===== src/rtl/cnn_layer_feeder.sv =====
// Producer side of a single-layer CNN datapath: buffers image and filter samples, streams
// products into the layer, then strobes ReadEn and captures the layer's results in order.
module cnn_layer_feeder #(
    parameter int DW     = 10,
    parameter int RW     = 22,
    parameter int TAPS   = 3,
    parameter int N_OUT  = 5,
    parameter int RD_LAT = 2
) (
    input  logic          clk,
    input  logic          rst_n,
    input  logic          img_we,
    input  logic [3:0]    img_addr,
    input  logic [DW-1:0] img_data,
    input  logic          flt_we,
    input  logic [1:0]    flt_addr,
    input  logic [DW-1:0] flt_data,
    input  logic          go,
    input  logic          abort,
    output logic          Start,
    output logic [DW-1:0] Image,
    output logic [DW-1:0] Filter,
    output logic          ReadEn,
    input  logic [RW-1:0] ConvResult,
    output logic          res_valid,
    output logic [RW-1:0] res_data,
    output logic [2:0]    res_idx,
    output logic          busy,
    output logic          done
);
    localparam int N_PROD = N_OUT * TAPS;

    localparam logic [2:0] S_IDLE  = 3'd0;
    localparam logic [2:0] S_PUSH  = 3'd1;
    localparam logic [2:0] S_GAP   = 3'd2;
    localparam logic [2:0] S_READ  = 3'd3;
    localparam logic [2:0] S_DRAIN = 3'd4;

    logic [2:0]        state;
    logic [2:0]        state_nx;
    logic [3:0]        prod_idx;
    logic [1:0]        tap_idx;
    logic [1:0]        tap_nx;
    logic [2:0]        rd_idx;
    logic [DW-1:0]     img_buf [16];
    logic [DW-1:0]     flt_buf [TAPS];
    logic [DW-1:0]     img_first;
    logic [DW-1:0]     flt_first;
    logic [RD_LAT-1:0] cap_vld;
    logic [2:0]        cap_idx [RD_LAT];
    logic              kill;

    assign kill   = abort && (state != S_IDLE);
    assign tap_nx = (tap_idx == 2'(TAPS - 1)) ? 2'd0 : tap_idx + 2'd1;

    // A buffer write landing in the go cycle must already show up in the first product.
    assign img_first = (img_we && img_addr == 4'd0) ? img_data : img_buf[0];
    assign flt_first = (flt_we && flt_addr == 2'd0) ? flt_data : flt_buf[0];

    always_comb begin
        state_nx = state;
        case (state)
            S_IDLE:  if (go) state_nx = S_PUSH;
            S_PUSH:  if (prod_idx == 4'(N_PROD - 1)) state_nx = S_GAP;
            S_GAP:   state_nx = S_READ;
            S_READ:  if (rd_idx == 3'(N_OUT - 1)) state_nx = S_DRAIN;
            S_DRAIN: if (done) state_nx = S_IDLE;
            default: state_nx = S_IDLE;
        endcase
        if (kill) state_nx = S_IDLE;
    end

    always_ff @(posedge clk or negedge rst_n) begin
        if (!rst_n) begin
            state <= S_IDLE;
            busy  <= 1'b0;
        end else begin
            state <= state_nx;
            busy  <= (state_nx != S_IDLE);
        end
    end

    always_ff @(posedge clk or negedge rst_n) begin
        if (!rst_n) begin
            for (int i = 0; i < 16; i++) img_buf[i] <= '0;
            for (int i = 0; i < TAPS; i++) flt_buf[i] <= '0;
        end else if (state == S_IDLE) begin
            if (img_we) img_buf[img_addr] <= img_data;
            if (flt_we && int'(flt_addr) < TAPS) flt_buf[flt_addr] <= flt_data;
        end
    end

    always_ff @(posedge clk or negedge rst_n) begin
        if (!rst_n) begin
            Start    <= 1'b0;
            Image    <= '0;
            Filter   <= '0;
            ReadEn   <= 1'b0;
            prod_idx <= '0;
            tap_idx  <= '0;
            rd_idx   <= '0;
        end else if (kill) begin
            Start  <= 1'b0;
            Image  <= '0;
            Filter <= '0;
            ReadEn <= 1'b0;
        end else begin
            case (state)
                S_IDLE: begin
                    if (go) begin
                        Start    <= 1'b1;
                        Image    <= img_first;
                        Filter   <= flt_first;
                        prod_idx <= '0;
                        tap_idx  <= '0;
                    end
                end
                S_PUSH: begin
                    if (prod_idx == 4'(N_PROD - 1)) begin
                        Start  <= 1'b0;
                        Image  <= '0;
                        Filter <= '0;
                    end else begin
                        prod_idx <= prod_idx + 4'd1;
                        tap_idx  <= tap_nx;
                        Image    <= img_buf[prod_idx + 4'd1];
                        Filter   <= flt_buf[tap_nx];
                    end
                end
                S_GAP: begin
                    ReadEn <= 1'b1;
                    rd_idx <= '0;
                end
                S_READ: begin
                    if (rd_idx == 3'(N_OUT - 1)) ReadEn <= 1'b0;
                    else rd_idx <= rd_idx + 3'd1;
                end
                default: ;
            endcase
        end
    end

    // Each ReadEn cycle travels down this pipe so its result is sampled RD_LAT cycles later.
    always_ff @(posedge clk or negedge rst_n) begin
        if (!rst_n) begin
            cap_vld   <= '0;
            for (int i = 0; i < RD_LAT; i++) cap_idx[i] <= '0;
            res_valid <= 1'b0;
            res_data  <= '0;
            res_idx   <= '0;
            done      <= 1'b0;
        end else if (kill) begin
            cap_vld   <= '0;
            res_valid <= 1'b0;
            done      <= 1'b0;
        end else begin
            cap_vld[0] <= ReadEn;
            cap_idx[0] <= rd_idx;
            for (int i = 1; i < RD_LAT; i++) begin
                cap_vld[i] <= cap_vld[i-1];
                cap_idx[i] <= cap_idx[i-1];
            end
            res_valid <= cap_vld[RD_LAT-1];
            done      <= cap_vld[RD_LAT-1] && (cap_idx[RD_LAT-1] == 3'(N_OUT - 1));
            if (cap_vld[RD_LAT-1]) begin
                res_data <= ConvResult;
                res_idx  <= cap_idx[RD_LAT-1];
            end
        end
    end
endmodule


===== config.mk =====
export PLATFORM = sky130hd
export DESIGN_NAME = cnn_layer_feeder
export DESIGN_NICKNAME = d
export VERILOG_FILES = /design/src/rtl/cnn_layer_feeder.sv
export SDC_FILE = /design/constraint.sdc
export NUM_CORES = 1
export LEC_CHECK = 0
export BUFFER_PORTS_ARGS = -buffer_cell sky130_fd_sc_hd__buf_2
export CAP_MARGIN = 20
export CORE_MARGIN = 2
export CORE_UTILIZATION = 55
export DETAILED_ROUTE_END_ITERATION = 7
export GPL_TIMING_DRIVEN = 0
export PLACE_DENSITY = 0.79
export SYNTH_ARGS = -nofsm -noshare
export SYNTH_HDL_FRONTEND = slang
export SYNTH_SLANG_ARGS = --single-unit

===== constraint.sdc =====
create_clock -name clk -period 6.7 [get_ports clk]
set_input_delay 1.005 -clock clk [delete_from_list [all_inputs] [get_ports clk]]
set_output_delay 1.005 -clock clk [all_outputs]
set_load 0.02 [all_outputs]

==> qor.yml, run 1 <==
dp_hpwl_mm: 17.3
wl_met2_mm: 12.4
hold_path_class: "input port to async pin"
initial_core_util_pct: 55.9
die_area_sq_um: 22500
cts_sinks: 260
ant_nets: 0
synth_area_sq_um: 11700
ys_warn_count: 0
grt_pass1_vias: 7650
layout_common_cells: "dfrtp_1, mux2_1, buf_2, clkbuf_1, mux4_2"
clock_latency_ns: 0.54
drc: 0
num-nets-final: 990
vdd_drop_max_v: 0.000353
synth_cell_type_count: 49
r2r_start: "prod_idx[0]"
n_antenna_cell: 0
track_usage_pct: 24.0
grt-ovfl-total: 0
fin_setup_tns_ns: 0
dpl_cell_area_sq_um: 12600
reg2reg_depth: 10
yosysTopAreaCellShare_pct: 55.5
rsz0062_at_grt: "false"
synth_area_per_cell_sq_um: 14.7
drive_gt1_share_pct: 27.2
totalWireLength_mm: 26.0
syn_to_final_growth_pct: 16.2
synth-edff-count: 0
hold_viol_final: 0
min_period_over_period_pct: 52.8
synth_top_area_cell: "dfrtp_1"
core-area_sq_um: 21000
endpoint: "Image[4]"
dr_wl_met3_mm: 1.53
setup_ws_ns: 3.16
sequentialPowerShare_pct: 40.8
required_ns: 7.12
startpoint_type: "flip-flop"
port_buffers: 101
ys.flop_type: "dfrtp_1"
num_vias: 7336
drtIter0Drc: 349
critPathKind: "flip-flop to flip-flop"
r2r_slack_ns: 3.16
grt_max_degree: 98
synthArstFlopShare_pct: 100
synth_seq_cells: 260
clk_pin_slew_ns: 0.06
worstMarginPinSlew_ns: 0.939
cts_root_buf: "clkbuf_16"
cts_tree: "yes"
htreeDepth: 1
final_common_cell: "dfrtp_1"
skew_ns: 0.0141
rows: 53
wl_per_cell_um: 21.2
setup_viol: 0
drv_cap: 0
grt_pass1_wl_mm: 41.8
relSlewSlack_pct: 37.4
power_w: 0.00635
die-width_um: 150
chipHeight_um: 150
period_needed_ns: 3.54
cp.arrival_ns: 3.96
gp_congestion: 0.882
pre_cts_ws_ns: 3.12
pin_count: 104
whs_ns: 0.408
routed.top_layer: "met5"
cts_setup_buffers: 0
synth_cells: 799
synthesis.nets: 857
intPower_w: 0.00431
p_clk_share_pct: 25.6
cts_hold_buf: 0
endpoint_kind: "flip-flop"
status: "finished, final reports clean"
cts-buffers-inserted: 28
first_pass_iters: 5
antenna_found_initial: 3
wl_met1_mm: 11.4
power_density_nw_per_um2: 467
cts_buffer_depth: 3
worstPathMaxFanout: 10
p_comb_share_pct: 33.6
synth_area_leaders: "dfrtp_1, mux2_1, mux4_2, mux2_2, mux2i_1"
r2r_end: "Image[4]"
sw_frac_of_total_pct: 32.1
post_cts_resize_count: 0
p_sw_w: 0.00204
finalInstanceArea_sq_um: 13600
avgViaCountPerCell: 5.98
power_leakage_nw: 6.38
slew_violations: 0
synth_seq_area_share_pct: 55.5
fmax_mhz: 283
cp-startpoint: "prod_idx[0]"
worst min path at each step:
stage	from	endpoint	slack [ns]	cells after the start
after floorplan	cap_idx[0]	done	0.42	1
after detailed placement	cap_idx[0]	done	0.45	1
after global placement	cap_vld[0]	cap_vld[1]	0.43	1
after global routing	rst_n	ReadEn	0.44	1
after CTS	rst_n	ReadEn	0.42	1
final	rst_n	ReadEn	0.41	1
cells by family (layout without fill, tap and decap cells):
family	Yosys count	in the layout	share of synthesized area, %
flops	260	260	55.5
fa+ha+maj	4	4	0.427
compound gates	87	87	5.26
xor+xnor	2	2	0.149
simple gates	93	93	4.55
buf+inv	58	211	2.25
mux	295	295	31.9
cell type report:
type / instances / area (sq um)
Multi-Input combinational cell: 481 / 4950
Clock inverter: 7 / 141
Clock buffer: 43 / 838
Buffer: 53 / 245
Sequential cell: 260 / 6510
Inverter: 5 / 18.8
Tap cell: 275 / 344
Fill cell: 1556 / 7340
Timing Repair Buffer: 103 / 571
cell usage after synthesis (2+ instances only):
cell type / n
a31oi_1: 2
o22ai_1: 11
nor2b_1: 2
buf_2: 13
nor2_1: 21
mux4_2: 40
mux2_1: 185
inv_1: 4
nand2_2: 7
clkbuf_1: 33
nand2b_1: 6
a21oi_1: 14
buf_4: 4
nor4_4: 2
nand2_1: 23
o21ai_0: 6
and2_1: 5
nand4b_1: 2
o21ai_1: 6
buf_6: 2
dfrtp_1: 260
mux2_2: 39
nand3_1: 5
o22a_1: 7
nand3_2: 2
nor3_2: 2
nor3b_1: 2
a22o_1: 10
mux2i_1: 31
a22oi_1: 18
a221o_1: 9
ha_1: 4
and3_1: 6
critical path, cell delays in order (launching register included):
cell and delay (ns):
dfrtp_1 0.35, buf_4 0.23, buf_4 0.29, inv_1 0.12, ha_1 0.30, clkbuf_1 0.32, clkbuf_1 0.75, mux4_2 0.41
mux2i_1 0.24, a22oi_1 0.13, a221o_1 0.28
per-layer routing:
layer | track usage (%) | up-vias
li1 | - | 3246
met1 | 33.5 | 3813
met2 | 39.3 | 213
met3 | 4.05 | 58
met4 | 6.27 | 6
met5 | 0 | -
stage by stage:
stage          cells  util, %
2_1_floorplan    799        -
3_3_place_gp    1175     60.0
3_5_place_dp    1177     60.3
4_1_cts         1227     65.0
5_1_grt         1227     65.0
6_report        1227     65.0
power by group through the flow:
stage | clock (W) | sequential (W) | combinational (W)
5_1_grt | 0.00172 | 0.00266 | 0.00232
3_5_place_dp | 0 | 0.00260 | 0.00214
4_1_cts | 0.00165 | 0.00259 | 0.00216
6_report | 0.00163 | 0.00259 | 0.00214
3_3_place_gp | 0 | 0.00256 | 0.00207
2_1_floorplan | 0 | 0.00262 | 0.00145
sequential cells by signal, indices dropped and copies added, names as in the netlist:
signal and flops:
flt_buf 30, Image 10, img_buf 160, Filter 10, res_idx 3, busy 1, prod_idx 4, done 1
Start 1, res_data 22, tap_idx 2, state 3, cap_vld 2, ReadEn 1, cap_idx 6, res_valid 1
rd_idx 3
No activity file was read; power rests on OpenSTA's default activity.
==> run 2, diff against run 1 <==
--- a/config.mk
+++ b/config.mk
@@ -5,13 +5,14 @@
 export SDC_FILE = /design/constraint.sdc
 export NUM_CORES = 1
 export LEC_CHECK = 0
+export ABC_AREA = 1
 export BUFFER_PORTS_ARGS = -buffer_cell sky130_fd_sc_hd__buf_2
 export CAP_MARGIN = 20
 export CORE_MARGIN = 2
 export CORE_UTILIZATION = 55
 export DETAILED_ROUTE_END_ITERATION = 7
 export GPL_TIMING_DRIVEN = 0
-export PLACE_DENSITY = 0.79
+export PLACE_DENSITY = 0.78
 export SYNTH_ARGS = -nofsm -noshare
 export SYNTH_HDL_FRONTEND = slang
 export SYNTH_SLANG_ARGS = --single-unit
==> constraint.sdc (replaced) <==
create_clock -name clk -period 3.35 [get_ports clk]
set_input_delay 0.5025 -clock clk [delete_from_list [all_inputs] [get_ports clk]]
set_output_delay 0.5025 -clock clk [all_outputs]
set_load 0.02 [all_outputs]
==> run 2 against run 1 <==
Via count increased by 52%; synthesized cell count is 98% higher; core utilization grew 0.11 points; sequential power grew 100%; wire length grew 36%; critical path type unchanged; critical endpoint is now Image[6]; largest cell class unchanged; largest power group is now combinational cells.
==> qor.yml, run 2 <==
status: "finished, final reports clean"
synth_cells: 1583  # +98%
synth_cell_type_count: 33  # -33%
drc: 0  # unchanged
port_buffers: 101  # unchanged
avgViaCountPerCell: 5.54  # -7.4%
n_antenna_cell: 0  # unchanged
rsz0062_at_grt: "false"
r2r_slack_ns: 0.52  # -2.64 ns
num-nets-final: 1774  # +79%
setup_viol: 0  # unchanged
clock_latency_ns: 0.54  # about the same
cts_setup_buffers: 0  # unchanged
worstPathBufferInverterCount: 4  # -1
antenna_found_initial: 0  # -3
worstMarginPinSlew_ns: 1.02  # +0.0783 ns
cts_sinks: 260  # unchanged
num_vias: 11177  # +52%
dpl_cell_area_sq_um: 13200  # +4.2%
worstPathMaxFanout: 17  # +7
required_ns: 3.83  # -3.29 ns
chipHeight_um: 153  # +2.2%
totalWireLength_mm: 35.4  # +36%
grt_max_degree: 118  # +20%
cts_buffer_depth: 3  # unchanged
cts-buffers-inserted: 28  # unchanged
synth-edff-count: 0  # unchanged
grt_pass1_wl_mm: 57.9  # +39%
critPathKind: "flip-flop to flip-flop"
crit_slowest_cell: "clkbuf_1"
synth_area_leaders: "dfrtp_1, nand2_1, o21ai_0, inv_1, nand3_1"
cts_root_buf: "clkbuf_16"
drive_gt1_share_pct: 12.3  # -15 points
synthArstFlopShare_pct: 100  # unchanged
ys_warn_count: 0  # unchanged
cp_cell_sequence: "inv_2 > ha_1 > buf_2 > inv_1 > clkbuf_1 > nand3_1 > nand3_1 > nand3_1 > nand2_1 > nand2_1 > nand2_1 > nand2_1 > nand2_1"
skew_ns: 0.0155  # +0.00141 ns
track_usage_pct: 30.9  # +6.9 points
synth_seq_cells: 260  # unchanged
synthesis.nets: 1641  # +91%
layout_common_cells: "nand2_1, dfrtp_1, o21ai_0, inv_1, nand3_1"
dp_hpwl_mm: 24.3  # +40%
power_leakage_nw: 7.38  # +16%
wl_per_cell_um: 17.6  # -17%
finalNonFillerCells: 2018  # +64%
largestRegisters: "img_buf (160), flt_buf (30), res_data (22)"
startpoint_type: "flip-flop"
die-width_um: 153  # +2.2%
hold_path_class: "input port to flip-flop"
core-area_sq_um: 21800  # +4.1%
drv_cap: 0  # unchanged
yosysTopAreaCellShare_pct: 53.1  # -2.4 points
final_common_cell: "nand2_1"
pre_cts_ws_ns: 0.239  # -2.88 ns
period_needed_ns: 2.83  # -0.711 ns
grt_pass1_vias: 10900  # +42%
gp_congestion: 0.974  # +10%
rows: 54  # +1.9%
die_area_sq_um: 23500  # +4.4%
vdd_drop_max_v: 0.000567  # +61%
synth_seq_area_share_pct: 53.1  # -2.4 points
cpPeakStageDelay_ns: 0.46  # -0.29 ns
clk_pin_slew_ns: 0.06  # about the same
cts_tree: "yes"
synth_area_per_cell_sq_um: 7.74  # -47%
cp.arrival_ns: 3.31  # -0.65 ns
synth_top_area_cell: "dfrtp_1"
grt-ovfl-total: 0  # unchanged
syn_to_final_growth_pct: 15.9
critPathTopFamily: "buffers and inverters"
synth_area_sq_um: 12300  # +4.5%
endpoint_kind: "flip-flop"
dp_cells: 1966  # +67%
cpMostUsedCell: "nand2_1"
ant_nets: 0  # unchanged
yosysMostFrequentCell: "nand2_1"
relSlewSlack_pct: 32.0  # -5.5 points
pin_count: 104  # unchanged
largest_reg_flops: 160  # unchanged
slew_violations: 0  # unchanged
finalInstanceArea_sq_um: 14200  # +4.3%
drtIter0Drc: 1035  # +200%
ys.flop_type: "dfrtp_1"
first_pass_iters: 7  # +2
fmax_mhz: 354  # +25%
yosys-top-cells-count: "nand2_1, dfrtp_1, o21ai_0"
largest-register: "img_buf"
min_period_over_period_pct: 84.3  # +32 points
setup_ws_ns: 0.525  # -2.64 ns
hold_viol_final: 0  # unchanged
initial_core_util_pct: 56.1  # +0.20 points
power_density_nw_per_um2: 1030  # +120%
htreeDepth: 1  # unchanged
fillers: 1852  # +19%
## run 2: cell count changes after synthesis, moves of 39 or more
cell | before | now
nand2_1 | 23 | 541
o21ai_0 | 6 | 228
inv_1 | 4 | 191
mux2_1 | 185 | 0
nand3_1 | 5 | 139
mux4_2 | 40 | 0
mux2_2 | 39 | 0
## run 2: worst register-to-register path, cell delays in order, from the launching register on
cell	delay, ns
dfrtp_1	0.45
inv_2	0.34
ha_1	0.31
buf_2	0.17
inv_1	0.08
clkbuf_1	0.46
nand3_1	0.22
nand3_1	0.14
nand3_1	0.19
nand2_1	0.16
nand2_1	0.06
nand2_1	0.07
nand2_1	0.06
nand2_1	0.06
## run 2: worst paths after layout
path                                startpoint           end  cells after the start
worst min register to register      cap_idx[0]          done                      1
worst min-delay path            ConvResult[11]  res_data[11]                      3
max in group asynchronous                rst_n  res_data[10]                      3
worst max register to register     prod_idx[0]      Image[6]                     13
min in group asynchronous                rst_n   img_buf[47]                      2
worst max-delay path               prod_idx[0]      Image[6]                     13
## run 2: what timing repair did
action	in CTS	in global routing
endpoints found under the setup margin	0	5
gates resized for setup	0	2
hold buffers	1	0
endpoints found under the hold margin	41	0
## run 2: per-stage QoR
stage / hold WS (ns) / TNS (ns) / power [W] / utilization [%]
5_1_grt: 0.148 / 0 / 0.0157 / 65.1
3_5_place_dp: 0.424 / 0 / 0.0111 / 60.4
2_1_floorplan: 0.207 / 0 / 0.00916 / -
4_1_cts: 0.144 / 0 / 0.0145 / 65.1
3_3_place_gp: 0.420 / -733.98 / 0.0109 / 60.1
6_report: 0.153 / 0 / 0.0146 / 65.1
## run 2: area by class of cell
class	count	area (sq um)	area share, %
flip-flops and latches	260	6510	45.8
multi-input cells	1029	4580	32.2
clock buffers	41	861	6.06
inverters	197	739	5.21
repair buffers	104	581	4.09
plain buffers	96	424	2.99
well taps	280	350	2.47
clock inverters	11	164	1.15
## run 2: logic make-up (layout without fill, tap and decap cells)
| logic type | Yosys count | in the layout | synth area share, % |
|---|---|---|---|
| and+or+nand+nor | 729 | 729 | 24.6 |
| adders and majority gates | 4 | 4 | 0.409 |
| xor gates and xnor gates | 4 | 4 | 0.286 |
| buffers and inverters | 294 | 449 | 9.52 |
| DFF | 260 | 260 | 53.1 |
| AOI/OAI and AO/OA | 292 | 292 | 12.1 |
## run 2: routing by layer
metal | wire (um) | share of wire, % | up-vias | global-route usage, %
li1 | - | - | 5259 | -
met1 | 14700 | 41 | 5290 | 43.0
met2 | 16000 | 45 | 520 | 47.9
met3 | 3350 | 9.5 | 108 | 6.12
met4 | 1470 | 4.1 | 0 | 12.3
met5 | 0 | 0 | - | 0
## run 2: where the power goes
group	internal, W	leakage, nW	total, W	switching (W)
registers	0.00455	3.25	0.00524	0.000694
logic	0.00194	3.63	0.00602	0.00408
clock network	0.00208	0.502	0.00336	0.00128
total	0.00857	7.38	0.0146	0.00606
==> run 3, diff against run 2 <==
--- a/config.mk
+++ b/config.mk
@@ -5,14 +5,14 @@
 export SDC_FILE = /design/constraint.sdc
 export NUM_CORES = 1
 export LEC_CHECK = 0
-export ABC_AREA = 1
+export ABC_AREA = 0
 export BUFFER_PORTS_ARGS = -buffer_cell sky130_fd_sc_hd__buf_2
 export CAP_MARGIN = 20
 export CORE_MARGIN = 2
 export CORE_UTILIZATION = 55
 export DETAILED_ROUTE_END_ITERATION = 7
 export GPL_TIMING_DRIVEN = 0
-export PLACE_DENSITY = 0.78
+export PLACE_DENSITY = 0.79
 export SYNTH_ARGS = -nofsm -noshare
 export SYNTH_HDL_FRONTEND = slang
 export SYNTH_SLANG_ARGS = --single-unit
==> constraint.sdc (replaced) <==
create_clock -name clk -period 2.85 [get_ports clk]
set_input_delay 0.4275 -clock clk [delete_from_list [all_inputs] [get_ports clk]]
set_output_delay 0.4275 -clock clk [all_outputs]
set_load 0.02 [all_outputs]
==> run 3 against run 2 <==
Count of clock-buffer cells in the layout is 2 higher; sequential share of layout area is 1.8 points higher; worst setup slack got worse by 0.32 ns; worst hold slack lost 0.047 ns; combinational power shrank 15%; global-route usage is 6.9 points lower; via count fell by 34%; die area fell by 4.2%; register-to-register slack worse by 0.32 ns; total power rose by 2.9%; critical endpoint unchanged; largest cell class unchanged; largest power group is now registers.
==> qor.yml, run 3 (synthesized netlist as in run 1, its figures left out) <==
status: "finished, final reports clean"
period_needed_ns: 2.65  # -0.179 ns
drtIter0Drc: 344  # -67%
power_density_nw_per_um2: 1100  # +6.9%
cts_sinks: 260  # unchanged
reg2reg_depth: 9  # -4
post-route-util_pct: 65.2  # +0.15 points
core-area_sq_um: 21000  # -4.0%
min_period_over_period_pct: 92.9  # +8.5 points
grt_pass1_vias: 7628  # -30%
cts_buffer_depth: 3  # unchanged
grt-ovfl-total: 0  # unchanged
gp_congestion: 0.882  # -9.5%
setup_viol: 0  # unchanged
r2r_slack_ns: 0.20  # -0.32 ns
fmax_mhz: 378  # +6.8%
grt_pass1_wl_mm: 41.8  # -28%
final_common_cell: "dfrtp_1"
relSlewSlack_pct: 48.6  # +17 points
clock_latency_ns: 0.54  # about the same
finalNonFillerCells: 1227  # -39%
power_w: 0.0151  # +2.9%
r2r_end: "Image[6]"
dp_cells: 1177  # -40%
skew_ns: 0.0138  # -0.00174 ns
largestRegisters: "img_buf (160), flt_buf (30), res_data (22)"
port_buffers: 101  # unchanged
startpoint_type: "flip-flop"
drive_gt1_share_pct: 27.7  # +15 points
rsz0062_at_grt: "false"
track_usage_pct: 24.0  # -6.9 points
chipHeight_um: 150  # -2.1%
num-nets-final: 990  # -44%
hold_viol_final: 0  # unchanged
worstMarginPinSlew_ns: 0.766  # -0.252 ns
drc: 0  # unchanged
hold_path_class: "input port to flip-flop"
totalWireLength_mm: 26.1  # -26%
cp_cell_sequence: "buf_4 > buf_6 > inv_1 > ha_4 > clkbuf_8 > mux4_2 > mux2i_1 > a22oi_1 > a221o_1"
initial_core_util_pct: 55.9  # -0.20 points
die_area_sq_um: 22500  # -4.2%
clk_pin_slew_ns: 0.06  # about the same
avgViaCountPerCell: 5.99  # +8.2%
drv_cap: 0  # unchanged
cp.arrival_ns: 3.08  # -0.23 ns
slew_violations: 0  # unchanged
min_to: "res_data[19]"
cts_root_buf: "clkbuf_16"
hold_start: "ConvResult[19]"
worstPathMaxFanout: 10  # -7
power_leakage_nw: 6.40  # -13%
pin_count: 104  # unchanged
r2r_start: "prod_idx[0]"
fin_setup_tns_ns: 0  # unchanged
grt_max_degree: 98  # -17%
num_vias: 7350  # -34%
die-width_um: 150  # -2.1%
cpPeakStageDelay_ns: 0.36  # -0.10 ns
layout_common_cells: "dfrtp_1, mux2_1, buf_2, mux4_2, mux2_2"
crit_slowest_cell: "ha_4"
antenna_found_initial: 3  # +3
vdd_drop_max_v: 0.000795  # +40%
syn_to_final_growth_pct: 16.6
whs_path_depth: 2  # -1
cts-buffers-inserted: 28  # unchanged
fillers: 1537  # -17%
dp_hpwl_mm: 17.3  # -29%
rows: 53  # -1.9%
n_antenna_cell: 0  # unchanged
wl_per_cell_um: 21.3  # +21%
required_ns: 3.28  # -0.55 ns
endpoint_kind: "flip-flop"
ant_nets: 0  # unchanged
first_pass_iters: 5  # -2
cp-startpoint: "prod_idx[0]"
largest_reg_flops: 160  # unchanged
largest-register: "img_buf"
cts_tree: "yes"
htreeDepth: 1  # unchanged
critPathKind: "flip-flop to flip-flop"
finalInstanceArea_sq_um: 13700  # -3.8%
dpl_cell_area_sq_um: 12600  # -4.1%
cts_setup_buffers: 0  # unchanged
run 3: changes by cell type in the layout (fill, tap and decap cells not counted), sizes merged, moves of 18 or more:
cell / previous run / this run
a22oi: 0 / 18
a21oi: 42 / 14
mux2: 0 / 224
mux4: 0 / 40
inv: 196 / 6
nand2: 544 / 30
nand3: 140 / 7
mux2i: 0 / 31
o21ai: 240 / 12
clkbuf: 94 / 72
buf: 146 / 126
run 3: cell type report:
type                    count  area [sq um]  share of cell area, %
multi-input cells         481          4960                   36.3
clock inverters             7           141                   1.03
flip-flops and latches    260          6510                   47.6
inverters                   5          18.8                  0.137
clock buffers              43           838                   6.13
well taps                 275           344                   2.52
repair buffers            104           581                   4.25
plain buffers              52           278                   2.03
run 3: stage by stage:
| stage | worst slack [ns] | hold slack, ns |
|---|---|---|
| finish | 0.204 | 0.106 |
| global route | 0.0142 | 0.0962 |
| CTS | 0.0693 | 0.0923 |
| detailed placement | -0.728 | 0.411 |
| global placement | -3.30 | 0.434 |
| floorplan | 0.273 | 0.132 |
run 3: how the worst max path moves through the flow:
stage                       end  slack (ns)  depth (start not counted)
floorplan              Image[0]        0.27                         10
global placement    img_buf[56]       -3.30                          1
detailed placement     Image[4]       -0.73                         10
CTS                    Image[2]        0.07                          9
global route           Image[3]        0.01                         10
finish                 Image[6]        0.20                          9
run 3: critical path: cells and delay by family, from the launching register on:
kind                       cells  cell delay [ns]
AOI/OAI and AO/OA              2             0.42
adders and majority gates      1             0.36
buffers and inverters          4             0.83
DFF                            1             0.35
muxes                          2             0.55
run 3: power by group:
part / switching, W / internal [W]
logic: 0.00251 / 0.00263
registers: 0.000859 / 0.00523
clock network: 0.00145 / 0.00238
run 3: repair_timing:
action / 4_1_cts / 5_1_grt
hold endpoints to repair: 67 / 0
gates resized for setup: 11 / 7
hold buffers: 1 / 0
setup endpoints to repair: 10 / 9
pin swaps: 0 / 0
run 3: per-layer routing:
metal	global-route usage [%]	vias up	wire [um]
met5	0	-	34
met4	6.56	6	652
met3	4.09	57	1660
met2	39.2	233	12300
met1	33.6	3805	11400
li1	-	3249	-
